==> config.mk <==
export PLATFORM = sky130hd
export DESIGN_NAME = motor_position_tracker
export DESIGN_NICKNAME = d
export VERILOG_FILES = /design/src/rtl/motor_position_tracker_pkg.sv /design/src/rtl/motor_position_tracker_axis.sv /design/src/rtl/motor_position_tracker.sv
export SDC_FILE = /design/constraint.sdc
export NUM_CORES = 1
export LEC_CHECK = 0
export ABC_AREA = 1
export CAP_MARGIN = 0
export CORE_MARGIN = 8
export CORE_UTILIZATION = 25
export CTS_CLUSTER_DIAMETER = 80
export DETAILED_ROUTE_END_ITERATION = 10
export PLACE_DENSITY = 0.45
export SETUP_SLACK_MARGIN = 0.2
export SLEW_MARGIN = 10
export SYNTH_ARGS = -nofsm -noshare
export SYNTH_HDL_FRONTEND = slang
export SYNTH_SLANG_ARGS = --single-unit
==> constraint.sdc <==
create_clock -name clk -period 3 [get_ports clk]
set_input_delay 0.6 -clock clk [delete_from_list [all_inputs] [get_ports clk]]
set_output_delay 0.6 -clock clk [all_outputs]
set_load 0.02 [all_outputs]
==> src/rtl/motor_position_tracker_pkg.sv <==
// Shared definitions for the solar-tracker position integrator: speed codes,
// ticks-per-step table and per-axis state encodings.
package tracker_pkg;

  localparam logic [1:0] SPD_STOP = 2'b00;
  localparam logic [1:0] SPD_SLOW = 2'b01;
  localparam logic [1:0] SPD_MED  = 2'b10;
  localparam logic [1:0] SPD_FAST = 2'b11;

  typedef enum logic [1:0] {
    AX_IDLE  = 2'b00,
    AX_MOVE  = 2'b01,
    AX_LIMIT = 2'b10,
    AX_FAULT = 2'b11
  } axis_state_e;

  // Ticks per 1-degree step minus one, i.e. the phase value on which a step fires.
  function automatic logic [1:0] step_last_phase(input logic [1:0] spd);
    logic [1:0] last;
    case (spd)
      SPD_SLOW: last = 2'd3;
      SPD_MED:  last = 2'd1;
      SPD_FAST: last = 2'd0;
      default:  last = 2'd0;
    endcase
    return last;
  endfunction

endpackage

==> src/rtl/motor_position_tracker_axis.sv <==
// One tracker axis: integrates registered pos/neg speed codes into a clamped angle
// with an IDLE/MOVE/LIMIT/FAULT state machine.
module axis_integrator
  import tracker_pkg::*;
#(
  parameter int ANGLE_W = 16,
  parameter int MIN     = 0,
  parameter int MAX     = 90,
  parameter int INIT    = 45
) (
  input  logic               clk,
  input  logic               rst_n,
  input  logic               home,
  input  logic               tick,
  input  logic [1:0]         code_pos,
  input  logic [1:0]         code_neg,
  output logic [ANGLE_W-1:0] angle,
  output logic               moving,
  output logic               at_limit,
  output logic               in_fault
);

  localparam logic [ANGLE_W-1:0] MIN_A  = ANGLE_W'(MIN);
  localparam logic [ANGLE_W-1:0] MAX_A  = ANGLE_W'(MAX);
  localparam logic [ANGLE_W-1:0] INIT_A = ANGLE_W'(INIT);
  localparam logic [ANGLE_W-1:0] ONE_A  = ANGLE_W'(1);
  localparam logic               AT_LIMIT_INIT = (INIT_A == MIN_A) || (INIT_A == MAX_A);

  axis_state_e        state_q, state_d;
  logic [ANGLE_W-1:0] angle_q, angle_d, angle_step_s;
  logic [1:0]         phase_q, phase_d;
  logic [1:0]         pos_prev_q, pos_prev_d, neg_prev_q, neg_prev_d;
  logic               moving_q, moving_d, at_limit_q, at_limit_d;
  logic               pos_act_s, neg_act_s, conflict_s, stop_s, code_chg_s;
  logic               blocked_s, step_due_s, step_en_s, lands_s;
  logic [1:0]         spd_s;

  always_comb begin
    pos_act_s    = (code_pos != SPD_STOP);
    neg_act_s    = (code_neg != SPD_STOP);
    conflict_s   = pos_act_s && neg_act_s;
    stop_s       = !pos_act_s && !neg_act_s;
    spd_s        = pos_act_s ? code_pos : code_neg;
    code_chg_s   = (code_pos != pos_prev_q) || (code_neg != neg_prev_q);
    blocked_s    = pos_act_s ? (angle_q == MAX_A) : (angle_q == MIN_A);
    // A tick that coincides with a code change only restarts the phase.
    step_due_s   = tick && !code_chg_s && (phase_q == step_last_phase(spd_s));
    step_en_s    = (state_q == AX_MOVE) && !home && !conflict_s && !stop_s &&
                   !blocked_s && step_due_s;
    angle_step_s = pos_act_s ? (angle_q + ONE_A) : (angle_q - ONE_A);
    lands_s      = (angle_step_s == MIN_A) || (angle_step_s == MAX_A);
  end

  always_comb begin
    state_d = state_q;
    if (home) begin
      state_d = AX_IDLE;
    end else if (conflict_s) begin
      state_d = AX_FAULT;
    end else begin
      case (state_q)
        AX_IDLE, AX_LIMIT: begin
          if (stop_s)         state_d = AX_IDLE;
          else if (blocked_s) state_d = AX_LIMIT;
          else                state_d = AX_MOVE;
        end
        AX_MOVE: begin
          if (stop_s)                    state_d = AX_IDLE;
          else if (blocked_s)            state_d = AX_LIMIT;
          else if (step_en_s && lands_s) state_d = AX_LIMIT;
          else                           state_d = AX_MOVE;
        end
        AX_FAULT: begin
          if (stop_s) state_d = AX_IDLE;
          else        state_d = AX_FAULT;
        end
        default: state_d = AX_IDLE;
      endcase
    end
  end

  always_comb begin
    pos_prev_d = code_pos;
    neg_prev_d = code_neg;
    if (home)           angle_d = INIT_A;
    else if (step_en_s) angle_d = angle_step_s;
    else                angle_d = angle_q;
    if (home || code_chg_s || (state_d != state_q)) begin
      phase_d = 2'd0;
    end else if ((state_q == AX_MOVE) && tick) begin
      phase_d = step_due_s ? 2'd0 : (phase_q + 2'd1);
    end else begin
      phase_d = phase_q;
    end
    moving_d   = (state_d == AX_MOVE);
    at_limit_d = (angle_d == MIN_A) || (angle_d == MAX_A);
  end

  always_ff @(posedge clk or negedge rst_n) begin
    if (!rst_n) begin
      state_q    <= AX_IDLE;
      angle_q    <= INIT_A;
      phase_q    <= 2'd0;
      pos_prev_q <= SPD_STOP;
      neg_prev_q <= SPD_STOP;
      moving_q   <= 1'b0;
      at_limit_q <= AT_LIMIT_INIT;
    end else begin
      state_q    <= state_d;
      angle_q    <= angle_d;
      phase_q    <= phase_d;
      pos_prev_q <= pos_prev_d;
      neg_prev_q <= neg_prev_d;
      moving_q   <= moving_d;
      at_limit_q <= at_limit_d;
    end
  end

  assign angle    = angle_q;
  assign moving   = moving_q;
  assign at_limit = at_limit_q;
  assign in_fault = (state_q == AX_FAULT);

endmodule

==> src/rtl/motor_position_tracker.sv <==
// Closes the simulated tracker loop: registers the drive speed codes, generates the
// step tick and integrates elevation/azimuth angles in two axis instances.
module motor_position_tracker
  import tracker_pkg::*;
#(
  parameter int ANGLE_W    = 16,
  parameter int TICK_DIV   = 50000,
  parameter int THETA_MIN  = 0,
  parameter int THETA_MAX  = 90,
  parameter int THETA_INIT = 45,
  parameter int PHI_MIN    = 0,
  parameter int PHI_MAX    = 359,
  parameter int PHI_INIT   = 180
) (
  input  logic               clk,
  input  logic               rst_n,
  input  logic               home,
  input  logic [1:0]         s_in_theta_pos,
  input  logic [1:0]         s_in_theta_neg,
  input  logic [1:0]         s_in_phi_pos,
  input  logic [1:0]         s_in_phi_neg,
  output logic [ANGLE_W-1:0] theta_actual,
  output logic [ANGLE_W-1:0] phi_actual,
  output logic               theta_moving,
  output logic               phi_moving,
  output logic               theta_at_limit,
  output logic               phi_at_limit,
  output logic               fault
);

  localparam int                 PRESC_W    = $clog2(TICK_DIV);
  localparam logic [PRESC_W-1:0] PRESC_LAST = PRESC_W'(TICK_DIV - 1);
  localparam logic [PRESC_W-1:0] PRESC_ONE  = PRESC_W'(1);

  logic [1:0]         th_pos_q, th_pos_d, th_neg_q, th_neg_d;
  logic [1:0]         ph_pos_q, ph_pos_d, ph_neg_q, ph_neg_d;
  logic [PRESC_W-1:0] presc_q, presc_d;
  logic               fault_q, fault_d;
  logic               tick_s, th_fault_s, ph_fault_s;

  assign tick_s = (presc_q == PRESC_LAST);

  always_comb begin
    th_pos_d = s_in_theta_pos;
    th_neg_d = s_in_theta_neg;
    ph_pos_d = s_in_phi_pos;
    ph_neg_d = s_in_phi_neg;
    // home restarts the tick grid so a fresh move always gets a full first tick.
    if (home)        presc_d = '0;
    else if (tick_s) presc_d = '0;
    else             presc_d = presc_q + PRESC_ONE;
    if (home) fault_d = 1'b0;
    else      fault_d = th_fault_s || ph_fault_s;
  end

  always_ff @(posedge clk or negedge rst_n) begin
    if (!rst_n) begin
      th_pos_q <= SPD_STOP;
      th_neg_q <= SPD_STOP;
      ph_pos_q <= SPD_STOP;
      ph_neg_q <= SPD_STOP;
      presc_q  <= '0;
      fault_q  <= 1'b0;
    end else begin
      th_pos_q <= th_pos_d;
      th_neg_q <= th_neg_d;
      ph_pos_q <= ph_pos_d;
      ph_neg_q <= ph_neg_d;
      presc_q  <= presc_d;
      fault_q  <= fault_d;
    end
  end

  axis_integrator #(
    .ANGLE_W(ANGLE_W), .MIN(THETA_MIN), .MAX(THETA_MAX), .INIT(THETA_INIT)
  ) u_theta (
    .clk(clk), .rst_n(rst_n), .home(home), .tick(tick_s),
    .code_pos(th_pos_q), .code_neg(th_neg_q),
    .angle(theta_actual), .moving(theta_moving),
    .at_limit(theta_at_limit), .in_fault(th_fault_s)
  );

  axis_integrator #(
    .ANGLE_W(ANGLE_W), .MIN(PHI_MIN), .MAX(PHI_MAX), .INIT(PHI_INIT)
  ) u_phi (
    .clk(clk), .rst_n(rst_n), .home(home), .tick(tick_s),
    .code_pos(ph_pos_q), .code_neg(ph_neg_q),
    .angle(phi_actual), .moving(phi_moving),
    .at_limit(phi_at_limit), .in_fault(ph_fault_s)
  );

  assign fault = fault_q;

endmodule
==> metrics.cfg <==
[run]
drv_cap=0

[critical_path]
cp_cell_sequence=inv_4 > a21oi_2 > ha_1 > xnor2_1 > nor2_1 > buf_4 > nand4_1 > nor2_2 > inv_2 > o211ai_1 > nand4_1 > o21ai_2 > nand2_1 > nor2_2
worst-r2r-setup-slack_ns=0.26
path_max_fanout=8
cpMaxStageDelayCell=dfrtp_2
crit_type=register to register
crit_path_end=u_phi.at_limit
critPathMaxStageDelay_ns=0.45
critical_path_buf_inv_count=3
crit_cells=14
critPathCaptureType=register
reg2reg_from=ph_pos_q[0]
startpoint_type=register
crit_start=ph_pos_q[0]
cp_data_required_time_ns=3.27
reg2reg_to=u_phi.at_limit
path_delay_family=simple AND/OR/NAND/NOR gates
reg2regPathDepth=14
cp.arrival_ns=3.01

[synthesis]
syn-mean-instance-area_um2=6.58
yosys_warnings=0
yosysUniqueCellTypes=46
synth_area_leaders=dfrtp_1 (29%), nand2_1 (17%), inv_1 (8.8%)
ys_ff_latch=77
syn_nets=924
synth_top_area_share_pct=29.0
synth.cell_area_um2=5950
post-synth-top-area-cell=dfrtp_1
ys_seq_area_share_pct=32.6
syn_inst=904

[sta]
fin_ws_ns=0.262
maxSlewHeadroom_pct=54.8
whs_ns=0.266
skew_ns=0.00619
max_freq_mhz=365
slew_violations=0
hold_viol=0
timing.final.setup_violations=0
period_share_pct=91.3
worstMarginPinSlew_ns=0.673
rsz0062_at_grt=yes
fin_crit_ns=2.74

[floorplanning]
rows=56
coreArea_um2=23400
io_pins=48
die_x_um=170
fp.dieH_um=170
die-area_um2=29000
initial_core_util_pct=25.4

[clocking]
cts_tree=yes
cts_sinks=77
cts.path.max_buffers=2
cts-root-buf=clkbuf_16
h-tree-depth=3
path_clk_slew_ns=0.06
numCtsBuffers=9
clk_latency_ns=0.34

[power]
p_per_area_nw_per_um2=352
p_leak_nw=3.84
power.total_mw=2.74
irDropWorstVdd_mv=0.239

[placed_design]
preCtsSetupSlack_ns=-0.131
dp_hpwl_um=14400
gp_congestion=0.896
port_buffers=47

[grt]
first_global_vias=5654
grt_overflow=0
grt_start_max_net_pins=43
grt_usage_pct=12.8
grt_pass1_wl_um=29800
antenna_found_initial=0

[final_layout]
synthToLayoutAreaGrowth_pct=30.9
layout.nets=1022
final_core_utilization_pct=33.3
fill_cells=2559
drive_gt1_share_pct=19.3
n_antenna_cell=0

[detailed_routing]
drc=0
via_per_inst=4.52
drtAntennaViolNets=0
vias=6000
wl_per_cell_um=14.2
drt_iter0_markers=414
routed_wl_um=18800
drt_pass1_iterations=5

[min_path]
min_path_type=primary input to asynchronous set/reset pin

[outcome]
status=finished, final reports clean

==> state kept, by name, summed over array words and instances (netlist names), 2 cells and up <==
register / count
ph_neg_q: 2
ph_pos_q: 2
presc_q: 16
th_neg_q: 2
th_pos_q: 2
u_phi.angle: 16
u_phi.neg_prev_q: 2
u_phi.phase_q: 2
u_phi.pos_prev_q: 2
u_phi.state_q: 2
u_theta.angle: 16
u_theta.neg_prev_q: 2
u_theta.phase_q: 2
u_theta.pos_prev_q: 2
u_theta.state_q: 2
==> per-stage QoR <==
stage / instance area (um^2) / instances / setup TNS (ns)
after floorplan: 5950 / 904 / 0
after global placement: 6960 / 1284 / -0.121
after detailed placement: 6960 / 1284 / -0.131
after CTS: 7360 / 1304 / 0
after global routing: 7780 / 1326 / 0
final: 7780 / 1326 / 0
==> cell usage after synthesis, drive strengths merged <==
cell,instances
o41ai,1
dfstp,8
o21bai,1
nor3b,7
a21oi,33
o21ai,26
nor2,116
o31ai,2
ha,9
nand3b,8
xor2,23
dfrtp,69
nand2,283
a41o,1
buf,15
nor3,21
inv,147
nand4,19
a21boi,1
a211oi,6
o22ai,2
nand3,72
nor4,1
a31oi,3
a41oi,8
o211ai,9
and2,1
a221oi,2
xnor2,3
and3,1
o21a,3
clkbuf,3
==> power breakdown <==
group	switching (mW)	internal [mW]	total, mW
combinational	0.258	0.150	0.409
sequential	0.0197	1.06	1.08
clock	0.435	0.818	1.25
total	0.713	2.03	2.74
==> routing by layer <==
| metal | global-route usage [%] | wire [um] | vias up |
|---|---|---|---|
| li1 | - | - | 3073 |
| met1 | 17.0 | 8730 | 2781 |
| met2 | 21.7 | 9110 | 129 |
| met3 | 1.53 | 714 | 17 |
| met4 | 3.36 | 250 | 0 |
| met5 | 0 | 0 | - |
==> worst min path at each step <==
stage                                        to  cells after the start        start  slack (ns)
after floorplan                           fault                      0        rst_n        0.30
final                           u_phi.angle[12]                      1        rst_n        0.27
after CTS                       u_phi.angle[12]                      1        rst_n        0.27
after detailed placement  u_theta.neg_prev_q[0]                      0  th_neg_q[0]        0.42
after global placement    u_theta.neg_prev_q[0]                      0  th_neg_q[0]        0.41
after global routing            u_phi.angle[11]                      1        rst_n        0.30
==> cell families (layout without fill, tap and decap cells) <==
kind of cell	count (synthesis)	after routing	share of synthesized area, %
AO/OA/AOI/OAI	98	98	10.5
XOR/XNOR	26	26	3.96
adder cells (fa/ha/maj)	9	9	1.89
buffers and inverters	165	268	11.6
flip-flops	77	77	32.6
AND/OR/NAND/NOR	529	529	39.5
==> worst reg2reg max path, stage by stage, from the launching register on <==
cell      delay (ns)
dfrtp_2         0.45
inv_4           0.09
a21oi_2         0.05
ha_1            0.31
xnor2_1         0.13
nor2_1          0.18
buf_4           0.14
nand4_1         0.10
nor2_2          0.24
inv_2           0.11
o211ai_1        0.34
nand4_1         0.17
o21ai_2         0.20
nand2_1         0.08
nor2_2          0.08
==> timing repair <==
item / in CTS / in global routing
hold buffers: 0 / 0
endpoints found under the setup margin: 6 / 12
gates cloned: 0 / 2
buffers inserted: 4 / 20
pin swaps: 5 / 40
gates resized for setup: 13 / 65
==> layout by cell type, fill, tap and decap left out, types with 5 or more instances in the layout <==
cell,instances
nand2_1,240
inv_1,137
nor2_1,89
dfrtp_1,65
nand3_1,64
buf_4,49
clkdlybuf4s50_1,46
nand2_2,42
a21oi_1,29
nor2_2,21
xor2_1,21
nand4_1,19
o21ai_0,17
nor3_1,17
clkbuf_16,11
inv_2,9
o211ai_1,9
ha_1,9
nand3_2,8
a41oi_1,8
nand3b_1,8
dfstp_2,8
nor3b_1,7
nor2_4,6
o21ai_2,5
buf_6,5
==> area by class of cell <==
type | count | area [um^2] | share of cell area [%]
Inverter | 147 | 554 | 7.12
Clock buffer | 11 | 233 | 2.99
Timing Repair Buffer | 105 | 995 | 12.8
Clock inverter | 5 | 108 | 1.38
Tap cell | 319 | 399 | 5.13
Multi-Input combinational cell | 662 | 3550 | 45.6
Sequential cell | 77 | 1940 | 25.0
No activity file was read; power rests on OpenSTA's default activity.
